[src/rtl/sdram_arb_pkg.sv]
// Shared types and constants for the SDRAM request arbiter: FSM encoding,
// requester port indices and default address/data widths.
package sdram_arb_pkg;

  localparam int ARB_AW = 27;
  localparam int ARB_DW = 16;

  localparam logic PORT_FSMC = 1'b0;
  localparam logic PORT_AUX  = 1'b1;

  typedef enum logic [1:0] {
    ST_IDLE    = 2'd0,
    ST_ISSUE   = 2'd1,
    ST_WAIT_RD = 2'd2,
    ST_WAIT_WR = 2'd3
  } arb_state_e;

  // One-hot select for a requester index; bit 0 is the FSMC port.
  function automatic logic [1:0] port_onehot(input logic port);
    return (port == PORT_AUX) ? 2'b10 : 2'b01;
  endfunction

endpackage

[src/rtl/sdram_req_arbiter_if.sv]
// Single-word request/response channel between one requester and the arbiter.
// master = requester side, slave = arbiter side.
interface sdram_req_arbiter_if
  import sdram_arb_pkg::*;
#(
  parameter int AW = ARB_AW,
  parameter int DW = ARB_DW
) ();

  logic          valid;
  logic          rwn;
  logic [AW-1:0] addr;
  logic [DW-1:0] wdata;
  logic          ready;
  logic          rvalid;
  logic [DW-1:0] rdata;
  logic          done;

  modport master (
    output valid, rwn, addr, wdata,
    input  ready, rvalid, rdata, done
  );

  modport slave (
    input  valid, rwn, addr, wdata,
    output ready, rvalid, rdata, done
  );

endinterface

[src/rtl/sdram_arb_grant.sv]
// Combinational round-robin grant for two requesters; one-hot result, all zero
// when disabled or when nobody is asking.
module sdram_arb_grant
  import sdram_arb_pkg::*;
(
  input  logic [1:0] valid,
  input  logic       last,
  input  logic       en,
  output logic [1:0] grant
);

  // A tie goes to the port that did not win the previous accept.
  always_comb begin
    grant = 2'b00;
    if (en) begin
      case (valid)
        2'b01:   grant = 2'b01;
        2'b10:   grant = 2'b10;
        2'b11:   grant = port_onehot(~last);
        default: grant = 2'b00;
      endcase
    end else begin
      grant = 2'b00;
    end
  end

endmodule

[src/rtl/sdram_req_arbiter.sv]
// Two-port round-robin sequencer in front of sdram_controller; one access in flight.
// Optional build macro SDRAM_ARB_WDONE_FALLBACK_EN: end a write when the controller idles without o_write_done.
module sdram_req_arbiter
  import sdram_arb_pkg::*;
#(
  parameter int AW = ARB_AW,
  parameter int DW = ARB_DW
) (
  input  logic               clk,
  input  logic               nrst,
  sdram_req_arbiter_if.slave req0,
  sdram_req_arbiter_if.slave req1,
  input  logic               ctl_init_done,
  input  logic               ctl_busy,
  input  logic               ctl_ack,
  input  logic               ctl_data_valid,
  input  logic               ctl_write_done,
  input  logic [DW-1:0]      ctl_rdata,
  output logic [AW-1:0]      ctl_addr,
  output logic [DW-1:0]      ctl_wdata,
  output logic               ctl_rwn,
  output logic               ctl_adv
);

  arb_state_e    state_r;
  arb_state_e    state_nxt_s;
  logic          last_r;
  logic          owner_r;
  logic          ctl_idle_s;
  logic          grant_en_s;
  logic [1:0]    valid_s;
  logic [1:0]    grant_s;
  logic          accept_s;
  logic          sel_aux_s;
  logic          rd_cpl_s;
  logic          wr_cpl_s;
  logic          wr_fallback_s;
  logic [1:0]    rvalid_r;
  logic [1:0]    done_r;
  logic [DW-1:0] rdata0_r;
  logic [DW-1:0] rdata1_r;

  assign ctl_idle_s = ctl_init_done & ~ctl_busy;
  assign grant_en_s = (state_r == ST_IDLE) & ctl_idle_s;
  assign valid_s    = {req1.valid, req0.valid};

  sdram_arb_grant u_grant (
    .valid (valid_s),
    .last  (last_r),
    .en    (grant_en_s),
    .grant (grant_s)
  );

  assign req0.ready = grant_s[0];
  assign req1.ready = grant_s[1];
  assign accept_s   = |grant_s;
  assign sel_aux_s  = grant_s[1];

`ifdef SDRAM_ARB_WDONE_FALLBACK_EN
  logic wr_guard_r;

  // Guard is clear on the first WAIT_WR cycle so a just-dropped adv cannot end the write early.
  always_ff @(posedge clk) begin
    if (!nrst) begin
      wr_guard_r <= 1'b0;
    end else begin
      wr_guard_r <= (state_r == ST_WAIT_WR);
    end
  end

  assign wr_fallback_s = wr_guard_r & ctl_idle_s & ~ctl_adv;
`else
  assign wr_fallback_s = 1'b0;
`endif

  // FSM state register.
  always_ff @(posedge clk) begin
    if (!nrst) begin
      state_r <= ST_IDLE;
    end else begin
      state_r <= state_nxt_s;
    end
  end

  // Next state and completion strobes; a read may finish in ISSUE if data arrives with the ack.
  always_comb begin
    state_nxt_s = state_r;
    rd_cpl_s    = 1'b0;
    wr_cpl_s    = 1'b0;
    case (state_r)
      ST_IDLE: begin
        if (accept_s) begin
          state_nxt_s = ST_ISSUE;
        end else begin
          state_nxt_s = ST_IDLE;
        end
      end
      ST_ISSUE: begin
        if (ctl_ack && ctl_rwn && ctl_data_valid) begin
          rd_cpl_s    = 1'b1;
          state_nxt_s = ST_IDLE;
        end else if (ctl_ack) begin
          state_nxt_s = ctl_rwn ? ST_WAIT_RD : ST_WAIT_WR;
        end else begin
          state_nxt_s = ST_ISSUE;
        end
      end
      ST_WAIT_RD: begin
        if (ctl_data_valid) begin
          rd_cpl_s    = 1'b1;
          state_nxt_s = ST_IDLE;
        end else begin
          state_nxt_s = ST_WAIT_RD;
        end
      end
      ST_WAIT_WR: begin
        if (ctl_write_done || wr_fallback_s) begin
          wr_cpl_s    = 1'b1;
          state_nxt_s = ST_IDLE;
        end else begin
          state_nxt_s = ST_WAIT_WR;
        end
      end
      default: begin
        state_nxt_s = ST_IDLE;
      end
    endcase
  end

  // Command capture on accept; adv stays up until the controller's ack is sampled.
  always_ff @(posedge clk) begin
    if (!nrst) begin
      ctl_addr  <= '0;
      ctl_wdata <= '0;
      ctl_rwn   <= 1'b0;
      ctl_adv   <= 1'b0;
      owner_r   <= PORT_FSMC;
      last_r    <= PORT_AUX;
    end else if (accept_s) begin
      ctl_addr  <= sel_aux_s ? req1.addr  : req0.addr;
      ctl_wdata <= sel_aux_s ? req1.wdata : req0.wdata;
      ctl_rwn   <= sel_aux_s ? req1.rwn   : req0.rwn;
      ctl_adv   <= 1'b1;
      owner_r   <= sel_aux_s;
      last_r    <= sel_aux_s;
    end else if ((state_r == ST_ISSUE) && ctl_ack) begin
      ctl_adv   <= 1'b0;
    end
  end

  // Completion pulses and read-data hold, routed to the port that owns the access.
  always_ff @(posedge clk) begin
    if (!nrst) begin
      rvalid_r <= 2'b00;
      done_r   <= 2'b00;
      rdata0_r <= '0;
      rdata1_r <= '0;
    end else begin
      rvalid_r <= rd_cpl_s ? port_onehot(owner_r) : 2'b00;
      done_r   <= wr_cpl_s ? port_onehot(owner_r) : 2'b00;
      if (rd_cpl_s && (owner_r == PORT_AUX)) begin
        rdata1_r <= ctl_rdata;
      end
      if (rd_cpl_s && (owner_r == PORT_FSMC)) begin
        rdata0_r <= ctl_rdata;
      end
    end
  end

  assign req0.rvalid = rvalid_r[0];
  assign req0.done   = done_r[0];
  assign req0.rdata  = rdata0_r;
  assign req1.rvalid = rvalid_r[1];
  assign req1.done   = done_r[1];
  assign req1.rdata  = rdata1_r;

endmodule

[src/flat_wrapper.sv]
// flat-port wrapper written by rule: the top's interface ports become plain ports
module sdram_req_arbiter_flat import sdram_arb_pkg::*;
#(
  parameter int AW = ARB_AW,
  parameter int DW = ARB_DW
)
  (clk, nrst, ctl_init_done, ctl_busy, ctl_ack, ctl_data_valid, ctl_write_done, ctl_rdata, ctl_addr, ctl_wdata, ctl_rwn, ctl_adv, req0_valid, req0_rwn, req0_addr, req0_wdata, req0_ready, req0_rvalid, req0_rdata, req0_done, req1_valid, req1_rwn, req1_addr, req1_wdata, req1_ready, req1_rvalid, req1_rdata, req1_done);
  sdram_req_arbiter_if #(.AW(AW), .DW(DW)) req0_i ();
  sdram_req_arbiter_if #(.AW(AW), .DW(DW)) req1_i ();
  input  logic clk;
  input  logic nrst;
  input  logic ctl_init_done;
  input  logic ctl_busy;
  input  logic ctl_ack;
  input  logic ctl_data_valid;
  input  logic ctl_write_done;
  input  logic [DW-1:0] ctl_rdata;
  output logic [AW-1:0] ctl_addr;
  output logic [DW-1:0] ctl_wdata;
  output logic ctl_rwn;
  output logic ctl_adv;
  input wire logic [$bits(req0_i.valid)-1:0] req0_valid;
  input wire logic [$bits(req0_i.rwn)-1:0] req0_rwn;
  input wire logic [$bits(req0_i.addr)-1:0] req0_addr;
  input wire logic [$bits(req0_i.wdata)-1:0] req0_wdata;
  output wire logic [$bits(req0_i.ready)-1:0] req0_ready;
  output wire logic [$bits(req0_i.rvalid)-1:0] req0_rvalid;
  output wire logic [$bits(req0_i.rdata)-1:0] req0_rdata;
  output wire logic [$bits(req0_i.done)-1:0] req0_done;
  input wire logic [$bits(req1_i.valid)-1:0] req1_valid;
  input wire logic [$bits(req1_i.rwn)-1:0] req1_rwn;
  input wire logic [$bits(req1_i.addr)-1:0] req1_addr;
  input wire logic [$bits(req1_i.wdata)-1:0] req1_wdata;
  output wire logic [$bits(req1_i.ready)-1:0] req1_ready;
  output wire logic [$bits(req1_i.rvalid)-1:0] req1_rvalid;
  output wire logic [$bits(req1_i.rdata)-1:0] req1_rdata;
  output wire logic [$bits(req1_i.done)-1:0] req1_done;
  assign req0_i.valid = req0_valid;
  assign req0_i.rwn = req0_rwn;
  assign req0_i.addr = req0_addr;
  assign req0_i.wdata = req0_wdata;
  assign req0_ready = req0_i.ready;
  assign req0_rvalid = req0_i.rvalid;
  assign req0_rdata = req0_i.rdata;
  assign req0_done = req0_i.done;
  assign req1_i.valid = req1_valid;
  assign req1_i.rwn = req1_rwn;
  assign req1_i.addr = req1_addr;
  assign req1_i.wdata = req1_wdata;
  assign req1_ready = req1_i.ready;
  assign req1_rvalid = req1_i.rvalid;
  assign req1_rdata = req1_i.rdata;
  assign req1_done = req1_i.done;
  sdram_req_arbiter #(.AW(AW), .DW(DW)) u_core (.clk(clk), .nrst(nrst), .req0(req0_i), .req1(req1_i), .ctl_init_done(ctl_init_done), .ctl_busy(ctl_busy), .ctl_ack(ctl_ack), .ctl_data_valid(ctl_data_valid), .ctl_write_done(ctl_write_done), .ctl_rdata(ctl_rdata), .ctl_addr(ctl_addr), .ctl_wdata(ctl_wdata), .ctl_rwn(ctl_rwn), .ctl_adv(ctl_adv));
endmodule
[config.mk]
export PLATFORM = sky130hd
export DESIGN_NAME = sdram_req_arbiter_flat
export DESIGN_NICKNAME = d
export VERILOG_FILES = /design/src/rtl/sdram_arb_pkg.sv /design/src/rtl/sdram_req_arbiter_if.sv /design/src/rtl/sdram_arb_grant.sv /design/src/rtl/sdram_req_arbiter.sv /design/src/flat_wrapper.sv
export SDC_FILE = /design/constraint.sdc
export NUM_CORES = 1
export LEC_CHECK = 0
export ABC_AREA = 1
export CORE_ASPECT_RATIO = 0.9
export CORE_MARGIN = 4
export CORE_UTILIZATION = 46
export DETAILED_ROUTE_END_ITERATION = 7
export PLACE_DENSITY = 0.87
export SETUP_SLACK_MARGIN = 0.15
export SLEW_MARGIN = 10
export SYNTH_ARGS = -nofsm -noshare
export SYNTH_HDL_FRONTEND = slang
export SYNTH_SLANG_ARGS = --single-unit
[constraint.sdc]
create_clock -name clk -period 2.3 [get_ports clk]
set_input_delay 0.23 -clock clk [delete_from_list [all_inputs] [get_ports clk]]
set_output_delay 0.23 -clock clk [all_outputs]
set_load 0.01 [all_outputs]
Word level (Yosys, flattened, before mapping)
Index checks and enable logic that the tools add are counted.

Multiplexer cells: 21. Equality and inequality tests: 6. Reductions and logical operators: 10. Bitwise operators: 4.

Operators with widths (number): two-way mux 27 bit (1); two-way mux 16 bit (1); two-way mux 2 bit (7); two-way mux 1 bit (9); equality test 2 bit, second input constant (4); case mux 2 bit (4 select lines) (1); case mux 2 bit (3 select lines) (1); logical AND 1 bit (5); equality test 2 x 1 -> 1 bit, second input constant (2); AND reduction 2 bit (2); bitwise AND 1 bit (2); logical NOT 2 bit (1); NOT 1 bit (2); case mux 1 bit (2 select lines) (1); nonzero test 2 bit (1); OR reduction 2 bit (1).

Flip-flop bits (word level): 85. Logic and storage cells: 52. Input bits: 113. Output and inout port bits: 83.

Longest topological paths before layout
Word-level depth: 7. Mapped depth: 12. Mapped depth without buffers: 9.

Modules after synthesis
Synthesis repeated with hierarchy kept, for this count alone.

Cell total of the unflattened synthesis: 640. Area, all modules: 4078.9 um2.

By module, submodules not included: sdram_req_arbiter (seq. area each 1701.6 um2, cells an instance 635, area each 4057.6 um2, instances 1); sdram_arb_grant (seq. area each 0.0 um2, cells an instance 5, area each 21.3 um2, instances 1).

Worst setup path before layout
OpenSTA, ideal clock, no wires.

Path kind: reg-to-output. Start point: register u_core.state_r[0]. End point: output port req1_ready. Buffers on the path: 2. Stages on the path, launching flop included: 9. Setup slack: 0.762 ns. Required time: 2.070 ns. Arrival: 1.308 ns. Path through: dfxtp_1 -> inv_1 -> ha_1 -> nand2_1 -> nor2_1 -> buf_4 -> nand2_2 -> clkbuf_1 -> inv_1.

Word-level cells in the longest chain between the ends: 3.

RTL lines: start, declared (RTL line sdram_req_arbiter.sv:25) `arb_state_e state_r;`; start signal, assigned (RTL line sdram_req_arbiter.sv:81) `state_r <= state_nxt_s;`; logical NOT 2 bit (RTL line sdram_req_arbiter.sv:44) `assign grant_en_s = (state_r == ST_IDLE) & ctl_idle_s;`; bitwise AND 1 bit (RTL line sdram_req_arbiter.sv:44); two-way mux 2 bit (RTL line sdram_arb_grant.sv:15) `if (en) begin`; end, declared (RTL line flat_wrapper.sv:34) `output wire logic [$bits(req1_i.ready)-1:0] req1_ready;`.

No other way between the ends.

Worst setup path after layout
Start point: register u_core.state_r[1]. End point: register u_core.rdata0_r[9], in the netlist u_core.req0.rdata[9].

Word-level cells in the longest chain between the ends: 3. Elaborated cells on any way between the ends: 4. Classes of those cells: eq/ne (2); mux (1); reduce/logical (1).

RTL lines: equality test 2 bit / equality test 2 x 1 -> 1 bit (equally long branches) (RTL line sdram_req_arbiter.sv:90) `case (state_r)`; case mux 1 bit (2 select lines) (*) (RTL line sdram_req_arbiter.sv:90); logical AND 1 bit (*) (RTL line sdram_req_arbiter.sv:164) `if (rd_cpl_s && (owner_r == PORT_FSMC)) begin`; end signal, assigned (RTL line sdram_req_arbiter.sv:165) `rdata0_r <= ctl_rdata;`; end, declared (RTL line sdram_req_arbiter.sv:40) `logic [DW-1:0] rdata0_r;`.

Every way passes the cells marked *; elsewhere a longest branch is shown, timed or not. A chain may end at the register's enable or synchronous reset.

==> results.json <==
{
  "grt_max_degree": 47,
  "p_switching_mw": 0.908,
  "postCtsSetupRepairBufs": 0,
  "final_common_cell": "clkdlybuf4s50_1",
  "critPathKind": "reg2reg",
  "die_w_um": 111,
  "cts-root-buf": "clkbuf_8",
  "fin_cells": 998,
  "p_clk_frac": 0.355,
  "p_int_mw": 2.51,
  "place.gp.congestion": 0.845,
  "cts-resized-gates": 2,
  "h-tree-depth": 3,
  "p_per_area_nw_per_um2": 515,
  "drcViolationCount": 0,
  "ant_nets": 0,
  "synth.distinct_cells": 24,
  "power_frac_seq": 0.456,
  "startpoint": "u_core.state_r[1]",
  "postCtsHoldBufs": 0,
  "vias_per_cell": 4.78,
  "cts_buffers": 9,
  "hold_path_startpoint": "u_core.ctl_adv",
  "antenna_found_initial": 0,
  "dp.cells": 982,
  "timing.slew.headroom": 0.649,
  "arrival_ns": 2.29,
  "routed_wl_mm": 13.2,
  "rows": 33,
  "setup_violations": 0,
  "hold_class": "reg2reg",
  "port-buffer-count": 195,
  "grt_pass1_vias": 4600,
  "finalCritPeriodShare": 0.868,
  "seqCellArea_um2": 1700,
  "antenna_cells": 0,
  "cap_viol_max_count": 0,
  "cts.reportedPaths.clkPinSlew_ns": 0.10,
  "start_util": 0.475,
  "fin_crit_ns": 2.00,
  "routedWlPerCell_um": 13.3,
  "first_pass_iters": 5,
  "syn_nets": 810,
  "syn_area_um2": 4380,
  "ioPinCount": 196,
  "clock-sinks": 85,
  "end_kind": "flip-flop",
  "grt_overflow_total": 0,
  "hpwl_mm": 10.1,
  "ys_warn_count": 0,
  "multiInputGateArea_um2": 1820,
  "combPwrFrac": 0.188,
  "syn2layout_area_growth_pct": 51.6,
  "first_iter_violations": 233,
  "clock_latency_ns": 0.35,
  "synth_top_area_frac": 0.389,
  "status": "finished, final reports clean",
  "crit_chain": "inv_1, ha_1, nand2_1, a21oi_4, nand3_2, nand2_1, inv_1, nor2_1",
  "finalSetupTns_ns": 0,
  "grt_pass1_wl_mm": 21.7,
  "grtUsageTotal": 0.238,
  "yosysTopAreaCell": "dfxtp_1",
  "worst_pin_slew_ns": 0.524,
  "drv_slew": 0,
  "fp.dieArea_um2": 11100,
  "synth_seq_area_share": 0.389,
  "synth_area_per_cell_um2": 6.32,
  "cts_buffer_depth": 2,
  "yosys_register_bits": 85,
  "report.final.hold_viol_count": 0,
  "slowest_stage": "nand3_2",
  "nets": 988,
  "netlist_instances": 693,
  "hold_slack_ns": 0.472,
  "cp.required_ns": 2.60,
  "power.switching_fraction": 0.266,
  "cp_max_fo": 17,
  "max_freq_mhz": 501,
  "ir_drop_mv": 0.383,
  "vias": 4774,
  "crit_path_start_kind": "flip-flop",
  "drive_above_1_share": 0.0479,
  "synth_area_leaders": "dfxtp_1 39%, inv_1 15%, nand2_1 14%",
  "grt_setup_unrepaired": "false",
  "chipHeight_um": 101,
  "fillers": 748,
  "skew_ns": 0.00842,
  "core_area_um2": 9210,
  "cts_tree": "built",
  "slowest_delay_ns": 0.41,
  "final_cell_mix": "193 x clkdlybuf4s50_1, 175 x inv_1, 162 x nand2_1",
  "p_leak_nw": 3.10,
  "r2r_start": "u_core.state_r[1]"
}
layer usage:
metal / wire length [um] / vias up / track usage
met5: 0 / - / 0
met4: 214 / 0 / 0.0729
li1: - / 2441 / -
met1: 4990 / 2108 / 0.261
met3: 1540 / 19 / 0.0990
met2: 6500 / 206 / 0.423
final timing paths:
path / slack, ns / cells past startpoint / end
setup reg to reg: 0.30 / 8 / u_core.req0.rdata[9]
hold / removal: 0.47 / 2 / u_core.ctl_adv
setup / recovery: 0.30 / 8 / u_core.req0.rdata[9]
hold reg to reg: 0.47 / 2 / u_core.ctl_adv
flip-flops by register name, indices dropped and copies added, names as in the netlist:
signal and count:
u_core.owner_r 1, u_core.req1.rdata 16, u_core.state_r 2, u_core.ctl_wdata 16
u_core.ctl_adv 1, u_core.done_r 2, u_core.ctl_addr 27, u_core.last_r 1
u_core.rvalid_r 2, u_core.ctl_rwn 1, u_core.req0.rdata 16
cells in the mapped netlist:
| cell | number |
|---|---|
| a21oi_4 | 1 |
| buf_1 | 5 |
| nand3_1 | 91 |
| dfxtp_1 | 85 |
| nand2_2 | 1 |
| clkbuf_1 | 15 |
| a21oi_2 | 2 |
| clkinv_1 | 1 |
| buf_4 | 1 |
| nand4_1 | 32 |
| inv_1 | 175 |
| inv_2 | 3 |
| nor3_1 | 1 |
| nand2_1 | 162 |
| buf_2 | 18 |
| o21ai_0 | 1 |
| o21a_1 | 1 |
| nor2_1 | 38 |
| nand3_2 | 2 |
| buf_6 | 4 |
| o211ai_1 | 1 |
| o21ai_1 | 1 |
| a21oi_1 | 48 |
| ha_1 | 4 |
critical path, delay by kind of cell (launching register included):
| family | cells | cell delay [ns] |
|---|---|---|
| buffers and inverters | 2 | 0.14 |
| AND/OR/NAND/NOR | 4 | 0.80 |
| flip-flops | 1 | 0.38 |
| adder cells (fa/ha/maj) | 1 | 0.28 |
| AO/OA/AOI/OAI | 1 | 0.35 |
stage by stage:
stage	worst slack, ns	util	power, mW	cell area (um^2)
floorplan	0.762	-	1.86	4380
global placement	0.408	0.696	2.22	6410
detailed placement	0.330	0.696	2.24	6410
CTS	0.339	0.721	3.44	6640
global route	0.159	0.721	3.57	6640
finish	0.304	0.721	3.42	6640
power by group through the flow:
stage	sequential, mW	combinational (mW)	clock, mW
after CTS	1.56	0.648	1.23
final	1.56	0.643	1.21
after floorplan	1.62	0.243	0
after detailed placement	1.59	0.645	0
after global routing	1.57	0.706	1.30
after global placement	1.59	0.631	0
logic make-up after synthesis:
group	count (synthesis)	share of synthesized area
flops	85	0.389
buf+inv	222	0.203
compound gates	55	0.0683
fa+ha+maj	4	0.0114
simple gates	327	0.328
cell type report:
class / count / area share
clock buffer: 9 / 0.0187
clock inverter: 7 / 0.0158
inverter: 179 / 0.101
multi-input combinational: 386 / 0.274
sequential: 85 / 0.256
tap: 122 / 0.0230
timing repair buffer: 210 / 0.311
Note: power is estimated with default switching activity, not from simulation.
